[src/rtl/fft_pkg.sv]
// Shared types and constants for the radix-2 FFT datapath.
// Q1.14 complex samples, saturation helper.
package fft_pkg;

  localparam int DATA_WIDTH = 16;
  localparam int FRAC_BITS  = 14;

  localparam logic signed [DATA_WIDTH-1:0] Q_ONE  = 16'sd16384;
  localparam logic signed [DATA_WIDTH-1:0] Q_HALF = 16'sd8192;

  typedef struct packed {
    logic signed [DATA_WIDTH-1:0] re;
    logic signed [DATA_WIDTH-1:0] im;
  } cplx_t;

  function automatic logic signed [DATA_WIDTH-1:0] sat17to16(
    input logic signed [DATA_WIDTH:0] s
  );
    logic signed [DATA_WIDTH-1:0] r;
    if (s[DATA_WIDTH] != s[DATA_WIDTH-1]) begin
      r = s[DATA_WIDTH]
        ? {1'b1, {(DATA_WIDTH-1){1'b0}}}
        : {1'b0, {(DATA_WIDTH-1){1'b1}}};
    end else begin
      r = s[DATA_WIDTH-1:0];
    end
    return r;
  endfunction

endpackage

[src/rtl/fft_butterfly_r2_zmul.sv]
// Combinational Q1.14 complex multiplier P = B*W.
// Products are floored by FRAC_BITS and truncated to DATA_WIDTH.
module z_multiplier
  import fft_pkg::*;
#(
  parameter int DATA_WIDTH = fft_pkg::DATA_WIDTH,
  parameter int FRAC_BITS  = fft_pkg::FRAC_BITS
) (
  input  logic [DATA_WIDTH-1:0] b_re_i,
  input  logic [DATA_WIDTH-1:0] b_im_i,
  input  logic [DATA_WIDTH-1:0] w_re_i,
  input  logic [DATA_WIDTH-1:0] w_im_i,
  output logic [DATA_WIDTH-1:0] p_re_o,
  output logic [DATA_WIDTH-1:0] p_im_o
);

  localparam int PW = 2 * DATA_WIDTH;

  logic signed [PW-1:0] rr, ii, ri, ir;
  logic signed [PW:0]   re_full, im_full;

  assign rr = $signed(b_re_i) * $signed(w_re_i);
  assign ii = $signed(b_im_i) * $signed(w_im_i);
  assign ri = $signed(b_re_i) * $signed(w_im_i);
  assign ir = $signed(b_im_i) * $signed(w_re_i);

  assign re_full = {rr[PW-1], rr} - {ii[PW-1], ii};
  assign im_full = {ri[PW-1], ri} + {ir[PW-1], ir};

  // slicing at FRAC_BITS is an arithmetic shift plus truncation
  assign p_re_o = re_full[FRAC_BITS +: DATA_WIDTH];
  assign p_im_o = im_full[FRAC_BITS +: DATA_WIDTH];

endmodule

[src/rtl/fft_butterfly_r2.sv]
// Pipelined radix-2 DIT butterfly: X = A + B*W, Y = A - B*W.
// Two-stage valid/ready pipeline with scaling/saturation and group counter.
module fft_butterfly_r2
  import fft_pkg::*;
#(
  parameter int DATA_WIDTH = fft_pkg::DATA_WIDTH,
  parameter int FRAC_BITS  = fft_pkg::FRAC_BITS,
  parameter int SCALE      = 1,
  parameter int N_POINTS   = 8
) (
  input  logic                  clk,
  input  logic                  rst,
  input  logic                  in_valid,
  output logic                  in_ready,
  input  logic [DATA_WIDTH-1:0] a_re,
  input  logic [DATA_WIDTH-1:0] a_im,
  input  logic [DATA_WIDTH-1:0] b_re,
  input  logic [DATA_WIDTH-1:0] b_im,
  input  logic [DATA_WIDTH-1:0] w_re,
  input  logic [DATA_WIDTH-1:0] w_im,
  output logic                  out_valid,
  input  logic                  out_ready,
  output logic [DATA_WIDTH-1:0] x_re,
  output logic [DATA_WIDTH-1:0] x_im,
  output logic [DATA_WIDTH-1:0] y_re,
  output logic [DATA_WIDTH-1:0] y_im,
  output logic                  out_last,
  output logic                  ovf,
  input  logic                  clr_ovf
);

  localparam int HALF = N_POINTS / 2;
  localparam int CW   = $clog2(HALF);
  localparam logic [CW-1:0] LAST = CW'(HALF - 1);

  cplx_t a_q, b_q, w_q;
  cplx_t x_q, y_q, x_d, y_d;
  cplx_t p;
  logic  s1_valid_q, out_valid_q, ovf_q;
  logic [CW-1:0] cnt_q;

  logic s2_adv, s1_adv, accept, s2_load, out_fire;

  assign s2_adv   = !out_valid_q || out_ready;
  assign s1_adv   = s2_adv;
  assign in_ready = !s1_valid_q || s1_adv;
  assign accept   = in_valid && in_ready;
  assign s2_load  = s2_adv && s1_valid_q;
  assign out_fire = out_valid_q && out_ready;

  z_multiplier #(
    .DATA_WIDTH(DATA_WIDTH),
    .FRAC_BITS (FRAC_BITS)
  ) u_zmul (
    .b_re_i(b_q.re),
    .b_im_i(b_q.im),
    .w_re_i(w_q.re),
    .w_im_i(w_q.im),
    .p_re_o(p.re),
    .p_im_o(p.im)
  );

  // Result in low bits, saturation flag in the MSB.
  function automatic logic [DATA_WIDTH:0] fold(
    input logic signed [DATA_WIDTH:0] s
  );
    logic [DATA_WIDTH:0] r;
    if (SCALE != 0) begin
      r = {1'b0, s[DATA_WIDTH:1]};
    end else begin
      r = {s[DATA_WIDTH] != s[DATA_WIDTH-1], sat17to16(s)};
    end
    return r;
  endfunction

  logic signed [DATA_WIDTH:0] sx_re, sx_im, sy_re, sy_im;
  logic [DATA_WIDTH:0] fx_re, fx_im, fy_re, fy_im;
  logic sat_any;

  assign sx_re = {a_q.re[DATA_WIDTH-1], a_q.re} + {p.re[DATA_WIDTH-1], p.re};
  assign sx_im = {a_q.im[DATA_WIDTH-1], a_q.im} + {p.im[DATA_WIDTH-1], p.im};
  assign sy_re = {a_q.re[DATA_WIDTH-1], a_q.re} - {p.re[DATA_WIDTH-1], p.re};
  assign sy_im = {a_q.im[DATA_WIDTH-1], a_q.im} - {p.im[DATA_WIDTH-1], p.im};

  assign fx_re = fold(sx_re);
  assign fx_im = fold(sx_im);
  assign fy_re = fold(sy_re);
  assign fy_im = fold(sy_im);

  assign x_d.re = fx_re[DATA_WIDTH-1:0];
  assign x_d.im = fx_im[DATA_WIDTH-1:0];
  assign y_d.re = fy_re[DATA_WIDTH-1:0];
  assign y_d.im = fy_im[DATA_WIDTH-1:0];

  assign sat_any = fx_re[DATA_WIDTH] | fx_im[DATA_WIDTH]
                 | fy_re[DATA_WIDTH] | fy_im[DATA_WIDTH];

  always_ff @(posedge clk) begin
    if (rst) begin
      s1_valid_q  <= 1'b0;
      out_valid_q <= 1'b0;
      a_q         <= '0;
      b_q         <= '0;
      w_q         <= '0;
      x_q         <= '0;
      y_q         <= '0;
      cnt_q       <= '0;
      ovf_q       <= 1'b0;
    end else begin
      if (in_ready) s1_valid_q <= in_valid;
      if (accept) begin
        a_q <= {a_re, a_im};
        b_q <= {b_re, b_im};
        w_q <= {w_re, w_im};
      end
      if (s2_adv) out_valid_q <= s1_valid_q;
      if (s2_load) begin
        x_q <= x_d;
        y_q <= y_d;
      end
      if (out_fire) cnt_q <= (cnt_q == LAST) ? '0 : cnt_q + 1'b1;
      // a new saturation outranks a same-cycle clear
      if (s2_load && sat_any) ovf_q <= 1'b1;
      else if (clr_ovf)       ovf_q <= 1'b0;
    end
  end

  assign out_valid = out_valid_q;
  assign x_re      = x_q.re;
  assign x_im      = x_q.im;
  assign y_re      = y_q.re;
  assign y_im      = y_q.im;
  assign out_last  = out_valid_q && (cnt_q == LAST);
  assign ovf       = ovf_q;

endmodule

[config.mk]
export PLATFORM = sky130hd
export DESIGN_NAME = fft_butterfly_r2
export DESIGN_NICKNAME = d
export VERILOG_FILES = /design/src/rtl/fft_pkg.sv /design/src/rtl/fft_butterfly_r2_zmul.sv /design/src/rtl/fft_butterfly_r2.sv
export SDC_FILE = /design/constraint.sdc
export NUM_CORES = 2
export LEC_CHECK = 0
export CELL_PAD_IN_SITES_DETAIL_PLACEMENT = 1
export CELL_PAD_IN_SITES_GLOBAL_PLACEMENT = 1
export CORE_MARGIN = 4
export CORE_UTILIZATION = 50
export CTS_BUF_LIST = sky130_fd_sc_hd__clkbuf_16
export CTS_CLUSTER_SIZE = 30
export DETAILED_ROUTE_END_ITERATION = 7
export PLACE_DENSITY = 0.83
export SYNTH_ARGS = -nofsm -noshare
export SYNTH_HDL_FRONTEND = slang
export SYNTH_SLANG_ARGS = --single-unit
[constraint.sdc]
create_clock -name clk -period 10.4 [get_ports clk]
set_clock_uncertainty 0.2 [all_clocks]
set_input_delay 3.12 -clock clk [delete_from_list [all_inputs] [get_ports clk]]
set_output_delay 3.12 -clock clk [all_outputs]
set_load 0.02 [all_outputs]
=== After elaboration in Yosys (flattened, before gate mapping) ===
Index checks and enable logic that the tools add are counted.

* Reduce and logical (&&, ||, !) cells: 8
* Multipliers: 4
* $add $sub $neg: 7
* Eq/ne operators: 1
* Multiplexer cells: 1

{| class="wikitable"
|+ Operators by type and width
! kind !! count
|-
| 16-bit by 16-bit multiplier with 30-bit output || 4
|-
| 16-bit by 16-bit adder with 17-bit output || 2
|-
| 16-bit by 16-bit subtractor with 17-bit output || 2
|-
| 30-bit adder || 1
|-
| 30-bit subtractor || 1
|-
| 1-bit logical AND || 4
|-
| 2-bit by 1-bit adder with 2-bit output, second input constant || 1
|-
| 2-bit equality test, second input constant || 1
|-
| 1-bit zero test || 2
|-
| 1-bit logical OR || 2
|-
| 2-bit 2-to-1 mux || 1
|}

* Logic and storage cells: 34
* Register bits after elaboration: 164
* Input bits: 101

=== Depth between registers and ports, before layout ===
* Depth after elaboration: 4
* Gate-level depth with buffers: 39

=== Hierarchy ===
From an unflattened synthesis, not the netlist that was laid out.

* Cell total of the unflattened synthesis: 5,142
* Area, all modules: 46,215.6 um2

{| class="wikitable"
|+ By module, submodules not included
! module !! times used !! area an instance (um2) !! cells an instance
|-
| z_multiplier || 1 || 37,487.2 || 4,019
|-
| fft_butterfly_r2 || 1 || 8,728.4 || 1,123
|}

=== Worst setup path after synthesis ===
OpenSTA, ideal clock, no wires.

* Path type: reg2reg
* Start: reg b_q[15] (netlist name)
* End: reg y_q (netlist bit y_re[15])
* Arrival time: 8.571 ns
* Buffers on the path: 2
* Cell stages (with the launch flop): 36
* Library setup time: 0.086 ns
* Slack: 1.544 ns
* Period minus slack after synthesis: 8.856 ns
* Cells stage by stage: dfxtp_1 > clkbuf_1 > clkbuf_1 > nand2_1 > inv_1 > fa_1 > inv_1 > fa_1 > inv_1 > fa_1 > inv_1 > fa_1 > fa_1 > fa_1 > fa_1 > inv_1 > fa_1 > inv_1 > ha_1 > a211oi_1 > o21ai_0 > a21oi_1 > nor2b_1 > nor2_1 > o21ba_2 > xnor2_1 > ha_1 > inv_1 > a21oi_1 > nor2_1 > nor2_1 > nor3_1 > a311oi_1 > a221oi_2 > a2111o_1 > a211oi_1

* Cells in the longest elaborated chain, start to end: 3

{| class="wikitable"
|+ Ends and longest elaborated chain
! element !! RTL line !! text
|-
| from (decl) || fft_butterfly_r2.sv:36 || <nowiki>cplx_t a_q, b_q, w_q;</nowiki>
|-
| from (signal assigned) || fft_butterfly_r2.sv:113 || <nowiki>b_q <= {b_re, b_im};</nowiki>
|-
| 16-bit by 16-bit multiplier with 30-bit output || fft_butterfly_r2_zmul.sv:23 || <nowiki>assign ii = $signed(b_im_i) * $signed(w_im_i);</nowiki>
|-
| 30-bit subtractor || fft_butterfly_r2_zmul.sv:27 || <nowiki>assign re_full = {rr[PW-1], rr} - {ii[PW-1], ii};</nowiki>
|-
| 16-bit by 16-bit subtractor with 17-bit output || fft_butterfly_r2.sv:82 || <nowiki>assign sy_re = {a_q.re[DATA_WIDTH-1], a_q.re} - {p.re[DATA_WIDTH-1], p.re};</nowiki>
|-
| to (signal assigned) || fft_butterfly_r2.sv:119 || <nowiki>y_q <= y_d;</nowiki>
|-
| to (decl) || fft_butterfly_r2.sv:37 || <nowiki>cplx_t x_q, y_q, x_d, y_d;</nowiki>
|}

Every way passes these cells.
A chain may end at the register's enable or synchronous reset.

=== Final worst setup path ===
* Start: reg w_q[19] (netlist name)
* End: reg x_q (netlist bit x_re[14])

* Cells in the longest elaborated chain, start to end: 3

{| class="wikitable"
|+ Ends and longest elaborated chain
! element !! RTL line !! text
|-
| from (decl) || fft_butterfly_r2.sv:36 ||
|-
| from (signal assigned) || fft_butterfly_r2.sv:114 || <nowiki>w_q <= {w_re, w_im};</nowiki>
|-
| 16-bit by 16-bit multiplier with 30-bit output || fft_butterfly_r2_zmul.sv:22 || <nowiki>assign rr = $signed(b_re_i) * $signed(w_re_i);</nowiki>
|-
| 30-bit subtractor || fft_butterfly_r2_zmul.sv:27 ||
|-
| 16-bit by 16-bit adder with 17-bit output || fft_butterfly_r2.sv:80 || <nowiki>assign sx_re = {a_q.re[DATA_WIDTH-1], a_q.re} + {p.re[DATA_WIDTH-1], p.re};</nowiki>
|-
| to (signal assigned) || fft_butterfly_r2.sv:105 || <nowiki>x_q <= '0;</nowiki>
|-
| to (signal assigned) || fft_butterfly_r2.sv:118 || <nowiki>x_q <= x_d;</nowiki>
|-
| to (decl) || fft_butterfly_r2.sv:37 ||
|}

Every way passes these cells.

==> flow_summary_export.csv <==
group,metric,value,unit
yosys,synth_seq_cells,164,
setup_path,critical-path-top-delay-family,"adder cells",
timing,final.setup.tns,0,ns
global_route,grt_pass1_wl,240000,µm
clock_network,tritoncts_clock_tree,"done",
global_route,grt_max_degree,93,
floorplan,floorplan.initialDensity,0.504,
floorplan,floorplan.die.height,312,µm
setup_path,slowest_delay,0.62,ns
floorplan,io_pins,169,
timing,fmax,98.5,MHz
timing,timing.final.crit_period,10.16,ns
yosys,synth_nets,6692,
yosys,netlist_top_cells_area,"fa_1, inv_1, ha_1",
finish,net_count_reported_at_finish,6761,
global_route,grt_util_all_layers,0.321,
clock_network,numClockSinks,164,
drt,postRouteWirelength,151000,µm
status,run_status,"complete, no violations",
floorplan,fp.dieArea,97100,µm²
clock_network,clkSlewWorstSetupHoldPaths,0.07,ns
global_route,grt.overflow.total,0,
setup_path,worstRegToRegCells,34,
finish,post_route_cells_drive_above_1_share,0.0459,
clock_network,cts-root-to-sink-buffers,2,
setup_path,reg2reg_from,"w_q[19]",
clock_network,clock_tree.htree_level_count,4,
drt,vias_per_cell,5.47,
timing,report.final.slew_viol_count,0,
timing,min_period_over_period,0.977,
drt,router_iterations_before_antenna_repair,5,
yosys,fraction_of_post_synthesis_cell_area_in_the_top_cell_type_by_area,0.472,
setup_path,critical_path.most_common_cell,"fa_1",
min_path,worstHoldEndpoint,"x_im[6]",
yosys,synth_async_sr_flop_share,0,
place,globalplace.congestion,0.883,
drt,final_antenna_net_count,0,
clock_network,clk_latency,0.53,ns
yosys,sequential_to_total_area_share_from_yosys_stat,0.0712,
setup_path,slowest_cell_on_the_critical_path,"xnor2_1",
place,buffer_ports.inserted,166,
timing,setup_viol,0,
clock_network,clockRootBuffer,"clkbuf_16",
global_route,number_of_antenna_violations_at_the_first_check_in_global_routing,5,
global_route,first_global_vias,43100,
min_path,hold_class,"flip-flop to flip-flop",
setup_path,critical_path_buf_inv_count,8,
timing,timing.hold.ws,0.255,ns
clock_network,tritoncts.num_buffers,17,
yosys,ys_warn_count,0,
min_path,hold-path-cell-count,2,
yosys,synthesis.area,46100,µm²
yosys,netlist-cell-type-count,71,
min_path,hold_start,"x_im[6]",
setup_path,timing_worst_setup_path_type,"flip-flop to flip-flop",
timing,maxSlewHeadroom,0.352,
drt,routed_wire_length_per_instance,23.6,µm
place,dpl_cell_area,49400,µm²
finish,layout.cell_area.non_filler,50100,µm²
yosys,synth-edff-count,0,
place,dpl.hpwl,126000,µm
setup_path,path_depth,34,
finish,area.growth.synth_to_final,8.64,%
timing,finalHoldViolCount,0,
clock_network,post_cts.repair.setup_buffers,0,
finish,nFillCells,10600,
yosys,synth_largest_area_cell,"fa_1",
setup_path,critPathRequiredTime,10.59,ns
setup_path,worst-r2r-setup-slack,0.24,ns
yosys,syn_inst,5147,
floorplan,fp.dieW,312,µm
floorplan,placement_rows,111,
yosys,mean_instance_size_in_the_synthesized_netlist,8.96,µm²
yosys,yosys_most_used_dff,"dfxtp_1",
setup_path,crit_arrival,10.35,ns
drt,vias_post_dr,35100,
setup_path,critical_path_peak_fanout,13,
drt,detail_route.drc_violations,0,
drt,drt-initial-drc-count,1869,
job,max_cap_viol_count,0,
setup_path,timing.critical_path.to_type,"flip-flop",
floorplan,core_region_area,91500,µm²
timing,worst_pin_slew,0.973,ns
setup_path,worstSetupStartpointType,"flip-flop",
timing,grt_setup_unrepaired,"yes",
setup_path,timing.rr.end,"x_re[14]",
==> area by class of cell <==
class | count | area, µm² | share of cell area
multi-input cells | 3440 | 37100 | 0.740
inverters | 1280 | 4800 | 0.0959
flip-flops and latches | 164 | 3320 | 0.0662
repair buffers | 313 | 2850 | 0.0569
well taps | 1186 | 1480 | 0.0296
clock buffers | 17 | 425 | 0.00849
clock inverters | 15 | 120 | 0.00240
diodes | 4 | 10.0 | 0.000200
==> layer usage <==
| layer | GRT usage | routed length [µm] | vias up |
|---|---|---|---|
| met2 | 0.580 | 78000 | 1150 |
| met4 | 0.188 | 10400 | 0 |
| met3 | 0.0483 | 7850 | 478 |
| met1 | 0.359 | 55000 | 18500 |
| li1 | - | - | 15000 |
| met5 | 0 | 0 | - |
==> synth_stat cells, drive strengths merged (32+ instances only) <==
library cell,n
inv,1279
ha,356
and2,537
clkbuf,245
xor2,32
nand2b,37
dfxtp,164
a211oi,37
nand2,697
fa,1088
nor2,126
xnor2,113
o21ai,49
a21oi,184
==> cells in the final DEF, fill, tap and decap left out, drive strengths merged, types with 7 or more instances in the layout <==
cell,instances
a211oi,37
fa,1088
ha,356
a21o,15
and2,537
o211ai,10
o21bai,12
xor2,32
buf,148
nand4,7
xnor2,113
nand3,21
nor2,126
a21oi,184
nand2b,37
dfxtp,164
or3,9
clkbuf,17
clkdlybuf4s50,165
nor3,24
nand2,697
inv,1289
nor2b,9
o21ai,49
==> worst reg2reg max path, delay by kind of cell, from the launching register on <==
family / cells / cell delay (ns)
simple gates: 5 / 0.63
flops: 1 / 0.53
fa+ha+maj: 10 / 4.84
xor+xnor: 2 / 0.84
compound gates: 9 / 2.15
buf+inv: 8 / 0.85
==> cells by family (layout without fill, tap and decap cells) <==
| family | Yosys count | in the layout | synth area share |
|---|---|---|---|
| XOR/XNOR | 145 | 145 | 0.0275 |
| AO/OA/AOI/OAI | 363 | 363 | 0.0497 |
| buffers and inverters | 1543 | 1625 | 0.126 |
| other | 1 | 5 | 0.0000813 |
| AND/OR/NAND/NOR | 1485 | 1485 | 0.156 |
| multiplexers | 2 | 2 | 0.000434 |
| adder cells (fa/ha/maj) | 1444 | 1444 | 0.569 |
| flip-flops | 164 | 164 | 0.0712 |
==> through the flow <==
step	std cells	setup slack, ns	utilization
6_report	6419	0.243	0.547
5_1_grt	6416	-0.0260	0.547
4_1_cts	6415	0.000813	0.546
3_5_place_dp	6383	0.140	0.540
3_3_place_gp	6383	0.443	0.540
2_1_floorplan	5147	1.54	-
==> timing repair <==
item                                    4_1_cts  5_1_grt
gates resized for setup                       1       40
endpoints found under the setup margin        1       11
pin swaps                                     0        0
hold buffers                                  0        0
==> state kept, by name, summed over array words and instances (netlist names) <==
signal      count
y_im           16
w_q            32
a_q            32
x_im           16
y_re           16
cnt_q           2
b_q            32
out_valid       1
s1_valid_q      1
x_re           16
==> worst max-delay path by stage <==
| stage | from | endpoint | slack, ns |
|---|---|---|---|
| after CTS | w_q[2] | x_re[14] | 0.0008 |
| after floorplan | b_q[15] | y_re[15] | 1.54 |
| after global routing | w_q[0] | x_re[14] | -0.03 |
| after global placement | b_q[7] | x_re[14] | 0.44 |
| after detailed placement | b_q[5] | x_re[14] | 0.14 |
| final | w_q[19] | x_re[14] | 0.24 |
Power is left out: the tool's default activity adds up to more than one toggle a clock period on the data nets, which glitch-free logic cannot reach.
